## src/rtl/dac_sync_sched_if.sv

```systemverilog
// Control, board-status and strobe bundle between the system sequencer and
// the trigger/LDAC scheduler.
interface dac_sync_sched_if #(
  parameter int N_BOARDS = 8
);
  logic                arm;
  logic                disarm;
  logic                clear_err;
  logic                ext_trig;
  logic                sw_trig;
  logic [N_BOARDS-1:0] setup_done;
  logic [N_BOARDS-1:0] board_ldac;
  logic [N_BOARDS-1:0] board_err;
  logic                trig_out;
  logic                ldac_shared;
  logic [1:0]          state;
  logic [N_BOARDS-1:0] err_latched;
  logic                trig_overrun;
  logic [31:0]         trig_count;
  logic [31:0]         ldac_count;

  modport master (
    output arm, disarm, clear_err, ext_trig, sw_trig, setup_done, board_ldac, board_err,
    input  trig_out, ldac_shared, state, err_latched, trig_overrun, trig_count, ldac_count
  );

  modport slave (
    input  arm, disarm, clear_err, ext_trig, sw_trig, setup_done, board_ldac, board_err,
    output trig_out, ldac_shared, state, err_latched, trig_overrun, trig_count, ldac_count
  );
endinterface

```

## src/rtl/dac_sync_sched.sv

```systemverilog
// Shared trigger / LDAC scheduler for the shim DAC boards: gates both strobes on
// board readiness, spaces triggers, defers them around LDAC and halts on board error.
module dac_sync_sched #(
  parameter int N_BOARDS     = 8,
  parameter int LDAC_WIDTH   = 4,
  parameter int TRIG_HOLDOFF = 16
) (
  input logic             clk,
  input logic             rst,
  dac_sync_sched_if.slave bus
);
  localparam logic [1:0] S_WAIT_SETUP = 2'd0;
  localparam logic [1:0] S_IDLE       = 2'd1;
  localparam logic [1:0] S_ARMED      = 2'd2;
  localparam logic [1:0] S_HALT       = 2'd3;
  localparam int LW = $clog2(LDAC_WIDTH + 1);
  localparam int HW = (TRIG_HOLDOFF > 1) ? $clog2(TRIG_HOLDOFF) : 1;

  logic [1:0]          state_p1, state_p0;
  logic [LW-1:0]       ldac_cnt_p1, ldac_cnt_p0;
  logic [HW-1:0]       holdoff_p1;
  logic                pending_p1, pending_p0;
  logic                ext_trig_p1;
  logic                trig_out_p1;
  logic                ldac_shared_p1;
  logic                trig_overrun_p1;
  logic [N_BOARDS-1:0] err_latched_p1;
  logic [31:0]         trig_count_p1;
  logic [31:0]         ldac_count_p1;

  logic all_setup, any_err, run_now, run_nxt;
  logic ldac_start, ldac_busy_nxt;
  logic trig_req, trig_live, holdoff_zero, trig_issue, trig_drop;

  assign all_setup = &bus.setup_done;
  assign any_err   = |bus.board_err;

  // Stage p0: next-state, LDAC and trigger arbitration from current registers
  always_comb begin
    state_p0 = state_p1;
    case (state_p1)
      S_WAIT_SETUP: if (all_setup) state_p0 = S_IDLE;
      S_IDLE: begin
        if (any_err)         state_p0 = S_HALT;
        else if (!all_setup) state_p0 = S_WAIT_SETUP;
        else if (bus.arm)    state_p0 = S_ARMED;
      end
      S_ARMED: begin
        if (any_err || !all_setup) state_p0 = S_HALT;
        else if (bus.disarm)       state_p0 = S_IDLE;
      end
      default: if (bus.clear_err && !any_err) state_p0 = S_WAIT_SETUP;
    endcase
  end

  assign run_now = (state_p1 == S_IDLE) || (state_p1 == S_ARMED);
  assign run_nxt = (state_p0 == S_IDLE) || (state_p0 == S_ARMED);

  // A pulse never starts on a cycle that is leaving the running states
  assign ldac_start = run_now && run_nxt && (|bus.board_ldac) && (ldac_cnt_p1 == '0);

  always_comb begin
    ldac_cnt_p0 = '0;
    if (!run_nxt)                 ldac_cnt_p0 = '0;
    else if (ldac_start)          ldac_cnt_p0 = LW'(LDAC_WIDTH);
    else if (ldac_cnt_p1 != '0)   ldac_cnt_p0 = ldac_cnt_p1 - 1'b1;
  end

  // Blocking on next cycle's LDAC lets a deferred trigger land right as the pulse ends
  assign ldac_busy_nxt = (ldac_cnt_p0 != '0);
  assign trig_req      = (bus.ext_trig & ~ext_trig_p1) | bus.sw_trig;
  assign trig_live     = (state_p1 == S_ARMED) && (state_p0 == S_ARMED);
  assign holdoff_zero  = (holdoff_p1 == '0);
  assign trig_issue    = trig_live && (trig_req || pending_p1) && holdoff_zero && !ldac_busy_nxt;
  assign trig_drop     = trig_live && trig_req && (pending_p1 || !holdoff_zero);

  always_comb begin
    pending_p0 = pending_p1;
    if (!trig_live || trig_issue)    pending_p0 = 1'b0;
    else if (trig_req && holdoff_zero) pending_p0 = 1'b1;
  end

  // Stage p1: registered state and outputs
  always_ff @(posedge clk or posedge rst) begin
    if (rst) begin
      state_p1        <= S_WAIT_SETUP;
      ldac_cnt_p1     <= '0;
      holdoff_p1      <= '0;
      pending_p1      <= 1'b0;
      ext_trig_p1     <= 1'b0;
      trig_out_p1     <= 1'b0;
      ldac_shared_p1  <= 1'b0;
      trig_overrun_p1 <= 1'b0;
      err_latched_p1  <= '0;
      trig_count_p1   <= '0;
      ldac_count_p1   <= '0;
    end else begin
      state_p1       <= state_p0;
      ldac_cnt_p1    <= ldac_cnt_p0;
      pending_p1     <= pending_p0;
      ext_trig_p1    <= bus.ext_trig;
      trig_out_p1    <= trig_issue;
      ldac_shared_p1 <= ldac_busy_nxt;
      if (trig_issue)          holdoff_p1 <= HW'(TRIG_HOLDOFF - 1);
      else if (!holdoff_zero)  holdoff_p1 <= holdoff_p1 - 1'b1;
      if (trig_drop)  trig_overrun_p1 <= 1'b1;
      if (trig_issue) trig_count_p1   <= trig_count_p1 + 32'd1;
      if (ldac_start) ldac_count_p1   <= ldac_count_p1 + 32'd1;
      if (state_p1 == S_HALT && state_p0 == S_WAIT_SETUP) err_latched_p1 <= '0;
      else if (run_now)                                  err_latched_p1 <= err_latched_p1 | bus.board_err;
    end
  end

  assign bus.trig_out     = trig_out_p1;
  assign bus.ldac_shared  = ldac_shared_p1;
  assign bus.state        = state_p1;
  assign bus.err_latched  = err_latched_p1;
  assign bus.trig_overrun = trig_overrun_p1;
  assign bus.trig_count   = trig_count_p1;
  assign bus.ldac_count   = ldac_count_p1;
endmodule

```

## src/flat_wrapper.sv

```systemverilog
// flat-port wrapper written by rule: the top's interface ports become plain ports
module dac_sync_sched_flat 
#(
  parameter int N_BOARDS     = 8,
  parameter int LDAC_WIDTH   = 4,
  parameter int TRIG_HOLDOFF = 16
)
  (clk, rst, bus_arm, bus_disarm, bus_clear_err, bus_ext_trig, bus_sw_trig, bus_setup_done, bus_board_ldac, bus_board_err, bus_trig_out, bus_ldac_shared, bus_state, bus_err_latched, bus_trig_overrun, bus_trig_count, bus_ldac_count);
  dac_sync_sched_if #(.N_BOARDS(N_BOARDS)) bus_i ();
  input logic clk;
  input logic rst;
  input wire logic [$bits(bus_i.arm)-1:0] bus_arm;
  input wire logic [$bits(bus_i.disarm)-1:0] bus_disarm;
  input wire logic [$bits(bus_i.clear_err)-1:0] bus_clear_err;
  input wire logic [$bits(bus_i.ext_trig)-1:0] bus_ext_trig;
  input wire logic [$bits(bus_i.sw_trig)-1:0] bus_sw_trig;
  input wire logic [$bits(bus_i.setup_done)-1:0] bus_setup_done;
  input wire logic [$bits(bus_i.board_ldac)-1:0] bus_board_ldac;
  input wire logic [$bits(bus_i.board_err)-1:0] bus_board_err;
  output wire logic [$bits(bus_i.trig_out)-1:0] bus_trig_out;
  output wire logic [$bits(bus_i.ldac_shared)-1:0] bus_ldac_shared;
  output wire logic [$bits(bus_i.state)-1:0] bus_state;
  output wire logic [$bits(bus_i.err_latched)-1:0] bus_err_latched;
  output wire logic [$bits(bus_i.trig_overrun)-1:0] bus_trig_overrun;
  output wire logic [$bits(bus_i.trig_count)-1:0] bus_trig_count;
  output wire logic [$bits(bus_i.ldac_count)-1:0] bus_ldac_count;
  assign bus_i.arm = bus_arm;
  assign bus_i.disarm = bus_disarm;
  assign bus_i.clear_err = bus_clear_err;
  assign bus_i.ext_trig = bus_ext_trig;
  assign bus_i.sw_trig = bus_sw_trig;
  assign bus_i.setup_done = bus_setup_done;
  assign bus_i.board_ldac = bus_board_ldac;
  assign bus_i.board_err = bus_board_err;
  assign bus_trig_out = bus_i.trig_out;
  assign bus_ldac_shared = bus_i.ldac_shared;
  assign bus_state = bus_i.state;
  assign bus_err_latched = bus_i.err_latched;
  assign bus_trig_overrun = bus_i.trig_overrun;
  assign bus_trig_count = bus_i.trig_count;
  assign bus_ldac_count = bus_i.ldac_count;
  dac_sync_sched #(.N_BOARDS(N_BOARDS), .LDAC_WIDTH(LDAC_WIDTH), .TRIG_HOLDOFF(TRIG_HOLDOFF)) u_core (.clk(clk), .rst(rst), .bus(bus_i));
endmodule
```

## config.mk

```make
export PLATFORM = sky130hd
export DESIGN_NAME = dac_sync_sched_flat
export DESIGN_NICKNAME = d
export VERILOG_FILES = /design/src/rtl/dac_sync_sched_if.sv /design/src/rtl/dac_sync_sched.sv /design/src/flat_wrapper.sv
export SDC_FILE = /design/constraint.sdc
export NUM_CORES = 1
export LEC_CHECK = 0
export ABC_AREA = 1
export CAP_MARGIN = 40
export CELL_PAD_IN_SITES_DETAIL_PLACEMENT = 0
export CELL_PAD_IN_SITES_GLOBAL_PLACEMENT = 1
export CORE_MARGIN = 2
export CORE_UTILIZATION = 37
export CTS_CLUSTER_SIZE = 8
export DETAILED_ROUTE_END_ITERATION = 10
export GPL_ROUTABILITY_DRIVEN = 0
export PLACE_DENSITY = 0.86
export SLEW_MARGIN = 10
export SYNTH_ARGS = -nofsm -noshare
export SYNTH_HDL_FRONTEND = slang
export SYNTH_SLANG_ARGS = --single-unit
```

## constraint.sdc

```tcl
create_clock -name clk -period 2.9 [get_ports clk]
set_input_delay 0.29 -clock clk [delete_from_list [all_inputs] [get_ports clk]]
set_output_delay 0.29 -clock clk [all_outputs]
set_load 0.02 [all_outputs]
```

Word level (Yosys, flattened, before mapping). Cells that the tools add are included.

Multiply operators: 0. Order comparisons: 0. Add/sub/neg operators: 4. Bitwise gates (word level): 4. Eq/ne operators: 6. Reductions and logical operators: 34. Shift operators: 0. Mux-type cells: 17. Divide/modulo/power cells: 0.

Operators with widths (number): adder 32 x 1 -> 32 bit (second input constant) (2); two-way mux 8 bit (2); OR reduction 8 bit (2); two-way mux 2 bit (7); logical AND 1 bit (12); two-way mux 3 bit (3); two-way mux 4 bit (2); bitwise OR 8 bit (1); AND reduction 8 bit (1); == test 2 bit (second input constant) (3); logical OR 1 bit (6); case mux 2 bit (3 select lines) (1); nonzero test 3 bit (2); zero test 1 bit (5); == test 2 x 1 -> 1 bit (second input constant) (2); zero test 2 bit (2); zero test 4 bit (1); nonzero test 2 bit (2); subtractor 4 x 1 -> 4 bit (second input constant) (1); zero test 3 bit (1); subtractor 3 x 1 -> 3 bit (second input constant) (1); two-way mux 1 bit (2); inequality test 2 bit (second input constant) (1); AND 1 bit (1); 2 further kinds (2).

Register bits after elaboration: 86. Logic and storage cells: 76. Memories kept: 0. Bits of input ports: 31. Output and inout port bits: 77. Latch bits: 0. Memory bits (writable): 0. Memory bits (read-only): 0.

Logic depth before layout (Yosys ltp).
Depth in word-level cells: 17. Mapped depth: 18. Mapped depth without buffers: 17.

Worst setup path before layout. No wires, ideal clock.

Path type: register to register. Start: reg u_core.state_p1[0] (netlist: u_core.bus.state[0]). End: reg u_core.trig_count_p1[0] (netlist: u_core.bus.trig_count[0]). Buffers on the path: 1. Data arrival time: 2.314 ns. Required time: 2.783 ns. Library setup time: 0.117 ns. Setup slack: 0.469 ns. Cell stages (with the launch flop): 15. Clock period less this slack: 2.431 ns. Cell sequence: dfrtp_1 inv_1 ha_1 o21ai_0 nand3_1 a21oi_1 ha_1 nand3_2 o21bai_4 nand2_4 nor2_2 nand2_2 buf_4 nand2_1 nand2_1.

Longest elaborated chain between the ends: 14. Elaborated cells on any way between the ends: 26. Those cells by class: eq/ne: 4; mux: 10; reduce/logical: 12.

Ends and longest elaborated chain: from (decl) (line dac_sync_sched.sv:19) `logic [1:0] state_p1, state_p0;`; from (signal assigned) (line dac_sync_sched.sv:98) `state_p1 <= state_p0;`; two-way mux 2 bit (line dac_sync_sched.sv:46) `else if (bus.arm) state_p0 = S_ARMED;`; two-way mux 2 bit (line dac_sync_sched.sv:45) `else if (!all_setup) state_p0 = S_WAIT_SETUP;`; two-way mux 2 bit (line dac_sync_sched.sv:44) `if (any_err) state_p0 = S_HALT;`; case mux 2 bit (3 select lines) (line dac_sync_sched.sv:41) `case (state_p1)`; == test 2 x 1 -> 1 bit / == test 2 bit (equally long branches) (line dac_sync_sched.sv:57) `assign run_nxt = (state_p0 == S_IDLE) || (state_p0 == S_ARMED);`; logical OR 1 bit (line dac_sync_sched.sv:57); logical AND 1 bit (3 in series) (line dac_sync_sched.sv:60) `assign ldac_start = run_now && run_nxt && (|bus.board_ldac) && (ldac_cnt_p1 == '0);`; two-way mux 3 bit (line dac_sync_sched.sv:65) `else if (ldac_start) ldac_cnt_p0 = LW'(LDAC_WIDTH);`; two-way mux 3 bit (*) (line dac_sync_sched.sv:64) `if (!run_nxt) ldac_cnt_p0 = '0;`; via u_core.ldac_cnt_p0[2] (line dac_sync_sched.sv:20) `logic [LW-1:0] ldac_cnt_p1, ldac_cnt_p0;`; nonzero test 3 bit (*) (line dac_sync_sched.sv:70) `assign ldac_busy_nxt = (ldac_cnt_p0 != '0);`; zero test 1 bit (*) (line dac_sync_sched.sv:74) `assign trig_issue = trig_live && (trig_req || pending_p1) && holdoff_zero && !ldac_busy_nxt;`; logical AND 1 bit (*) (line dac_sync_sched.sv:74); to (signal assigned) (line dac_sync_sched.sv:107) `if (trig_issue) trig_count_p1 <= trig_count_p1 + 32'd1;`; to (decl) (line dac_sync_sched.sv:28) `logic [31:0] trig_count_p1;`.

The timed path passes the listed nets; every way through them passes the cells marked *. A chain may end at the register's enable or synchronous reset.

Final worst setup path.
Start: in bus_board_err[7]. End: reg u_core.trig_count_p1[15] (netlist: u_core.bus.trig_count[15]).

Longest elaborated chain between the ends: 15. Elaborated cells on any way between the ends: 22. Those cells by class: eq/ne: 2; mux: 6; reduce/logical: 14.

Ends and longest elaborated chain: from (decl) (line flat_wrapper.sv:19) `input wire logic [$bits(bus_i.board_err)-1:0] bus_board_err;`; OR reduction 8 bit (*) (line dac_sync_sched.sv:36) `assign any_err = |bus.board_err;`; zero test 1 bit (line dac_sync_sched.sv:52) `default: if (bus.clear_err && !any_err) state_p0 = S_WAIT_SETUP;`; logical AND 1 bit (line dac_sync_sched.sv:52); two-way mux 2 bit (line dac_sync_sched.sv:52); case mux 2 bit (3 select lines) (*) (line dac_sync_sched.sv:41); == test 2 x 1 -> 1 bit / == test 2 bit (equally long branches) (line dac_sync_sched.sv:57); logical OR 1 bit (*) (line dac_sync_sched.sv:57); logical AND 1 bit (3 in series) (line dac_sync_sched.sv:60); two-way mux 3 bit (line dac_sync_sched.sv:65); two-way mux 3 bit (*) (line dac_sync_sched.sv:64); via u_core.ldac_cnt_p0[2] (line dac_sync_sched.sv:20); nonzero test 3 bit (*) (line dac_sync_sched.sv:70); zero test 1 bit (*) (line dac_sync_sched.sv:74); logical AND 1 bit (*) (line dac_sync_sched.sv:74).

Marked as above.

==> reports/qor.txt <==
synth unique cells -> 27
Slew Limit Fails -> 0
Residual DRC -> 0
design area -> 6830 sq um
Flop pwr share -> 34.4%
Yosys warning count -> 0
# clock sinks -> 86
Post-synth EDFFs -> 0
IO buf count -> 107
hold crit path type -> in2async
Final Cycle Share -> 86.4%
largest net degree at the start of global routing -> 87
synthesized area -> 5180 sq um
setup TNS -> 0 ps
Sw Share -> 37.0%
# diodes -> 0
Worst EP required -> 3140 ps
antenna-violating nets left -> 0
Final Non-Filler Cells -> 1052
vias -> 4794
CTS Buf Count -> 9
area share of the largest cell type after synthesis -> 41.5%
root cell of the clock tree -> clkbuf_16
Leak -> 3.12 nW
Peak VDD IR -> 440 uV
first-pass GRT wire length -> 22700 um
Net Count, Synth -> 795
simple-gate portion of the synthesized area -> 41.2%
register area -> 2150 sq um
Crit Path Class -> in2reg
total core area -> 13800 sq um
Rows -> 43
postcts setup bufs -> 0
Clk network pwr share -> 26.0%
XOR/XNOR Fraction of Synth Area -> 6.42%
Slowest-stage cell, CP -> clkdlybuf4s50_1
outcome -> completed
Critical Path Max Stage Delay -> 430 ps
CP most frequent cell -> nand2_1
crit-path cells -> clkdlybuf4s50_1 -> nor2_1 -> nand2_1 -> nor2_1 -> nand3_1 -> nand2_1 -> nand3_1 -> a21oi_1 -> ha_1 -> nand3_2 -> o21bai_4 -> nand2_4 -> nor2_2 -> nand2_2 -> buf_12 -> nand2_1 -> nand2_1
die area -> 15000 sq um
final critical-path required period -> 2510 ps
switching pwr -> 1.66 mW
H-Tree Depth -> 3
fillers -> 1408
Synth Area in Compound Gates -> 2.70%
Worst Max-Slew Pin Slew -> 470 ps
ranking of synthesized cells by area -> dfrtp_1 42%, nand2_1 26%, nor2_1 8.5%
Setup crit start kind -> primary input
final setup fails -> 0
CP Capture Type -> flip-flop
area post-placement -> 6540 sq um
cell count after synthesis -> 752
RSZ-0062 raised after global routing -> no
clock slew at reported path FFs -> 60 ps
vias in the first global route -> 4757
share of cells above drive strength 1 -> 4.13%
Worst-Skew Late Latency -> 350 ps
post-DR wirelength/cell -> 12.6 um
Worst Clk Skew -> 4.77 ps
hold buffers post-CTS -> 0
Synth Flop Type -> dfrtp_1
maximum root-to-sink buffer count -> 2
cell family with most CP delay -> simple AND/OR/NAND/NOR gates
largest area contributor in the synthesized netlist -> dfrtp_1
synthesized area per cell -> 6.89 sq um
vias per cell -> 4.56
# nets final -> 911
die width -> 122 um
Post-DP HPWL -> 10000 um
total of max-cap violations -> 0
R2R Path End -> u_core.bus.trig_count[15]
Die Ht -> 122 um
max frequency -> 399 MHz
mux cell area share after synthesis -> 0%
CTS tree -> done
synth cell count leaders -> 353 x nand2_1, 118 x nor2_1, 86 x dfrtp_1, 55 x inv_1, 22 x nand3b_1
fin util -> 49.6%
post-cts sizing count -> 0
sequential element share of the synthesized area -> 41.5%
PD cells -> 654 nW/um^2
CP arrival -> 2740 ps
initial core utilization -> 37.6%
r2r startpoint -> u_core.bus.state[0]
initial antenna violation count -> 0
initial drt markers -> 268
GRT overflow -> 0
crit-path max FO -> 23
post-synthesis adder-cell area fraction -> 2.90%
most frequent cell after synthesis -> nand2_1
main combinational cell family by area after synthesis -> simple AND/OR/NAND/NOR gates
WP buf/inv -> 2
Yosys reg bits -> 86
multi-input combinational cell area -> 2760 sq um
GRT Util Overall -> 19.3%
First-pass DRT Iterations -> 5
# IOs -> 108
Internal -> 2.82 mW
worst r2r path cells -> 14
Rel. slew slack -> 68.7%
Layout area overhead -> 31.8%
Hold Violations, Final -> 0
Inst Count DP -> 1037
Comb pwr share -> 39.6%
reg-to-reg setup timing slack -> 430 ps
routed wire length -> 13200 um
async set-reset flop share out of synthesis -> 100%
==> metal layers <==
metal  global-route usage [%]  wire length (um)  share of wire, %  up-vias
li1                         -                 -                 -     2538
met1                     24.7              6150                46     2141
met2                     32.3              6270                47       93
met3                     3.16               526               4.0       22
met4                     8.19               287               2.2        0
met5                        0                 0                 0        -
==> registers in the layout, indices dropped and copies added (netlist names) <==
signal                   count
u_core.ext_trig_p1           1
u_core.bus.err_latched       8
u_core.bus.ldac_shared       1
u_core.holdoff_p1            4
u_core.bus.trig_count       32
u_core.pending_p1            1
u_core.bus.trig_out          1
u_core.bus.trig_overrun      1
u_core.bus.state             2
u_core.bus.ldac_count       32
u_core.ldac_cnt_p1           3
==> worst max-delay path by stage <==
| stage | end | depth (start not counted) | slack, ps | from |
|---|---|---|---|---|
| floorplan | u_core.bus.err_latched[0] | 1 | 390 | rst |
| global placement | u_core.bus.trig_count[27] | 17 | 80 | bus_board_err[7] |
| detailed placement | u_core.bus.trig_count[14] | 17 | 40 | bus_board_err[7] |
| CTS | u_core.bus.trig_count[14] | 17 | 400 | bus_board_err[7] |
| global route | u_core.bus.trig_count[31] | 16 | 110 | bus_board_err[7] |
| finish | u_core.bus.trig_count[15] | 17 | 390 | bus_board_err[7] |
==> power by group through the flow <==
stage	sequential (mW)	clock, mW	combinational [mW]
after global routing	1.57	1.24	1.99
after floorplan	1.67	0	0.987
after detailed placement	1.56	0	1.80
final	1.54	1.16	1.77
after global placement	1.56	0	1.78
after CTS	1.54	1.19	1.80
==> metrics by stage <==
step                hold WS, ps  power, mW  setup WS, ps
finish                      361       4.47           395
global placement            454       3.34          79.6
CTS                         397       4.54           403
detailed placement          461       3.36          43.0
floorplan                   321       2.66           388
global route                429       4.80           108
==> tightest hold or removal path, delay by kind of cell <==
family | cells | cell delay, ps
buffers and inverters | 3 | 840
==> logic make-up (layout without fill, tap and decap cells) <==
group / after synthesis / in the layout
AND/OR/NAND/NOR: 525 / 525
buffers and inverters: 67 / 187
flip-flops: 86 / 86
XOR/XNOR: 38 / 38
AO/OA/AOI/OAI: 24 / 24
adder cells (fa/ha/maj): 12 / 12
==> layout make-up <==
type	instances	area share (%)
timing repair buffer	115	17.5
inverter	57	3.15
clock inverter	4	0.696
sequential	86	31.5
tap	180	3.30
clock buffer	11	3.55
multi-input combinational	599	40.3
==> placed cells by master, fill, tap and decap left out, types with 3 or more instances in the layout <==
master | netlist | final
nand2_1 | 353 | 353
nor2_1 | 118 | 118
clkdlybuf4s50_1 | 0 | 107
dfrtp_1 | 86 | 86
inv_1 | 55 | 54
nand3b_1 | 22 | 22
xor2_1 | 19 | 19
xnor2_1 | 19 | 19
o21ai_0 | 17 | 17
nand3_1 | 15 | 15
ha_1 | 12 | 12
clkbuf_16 | 0 | 9
nor2_2 | 6 | 6
buf_12 | 0 | 5
a21oi_1 | 3 | 3
nor3_1 | 3 | 3
nand4_1 | 3 | 3
clkinv_2 | 0 | 3
buf_4 | 5 | 3
No activity file was read; power rests on OpenSTA's default activity.
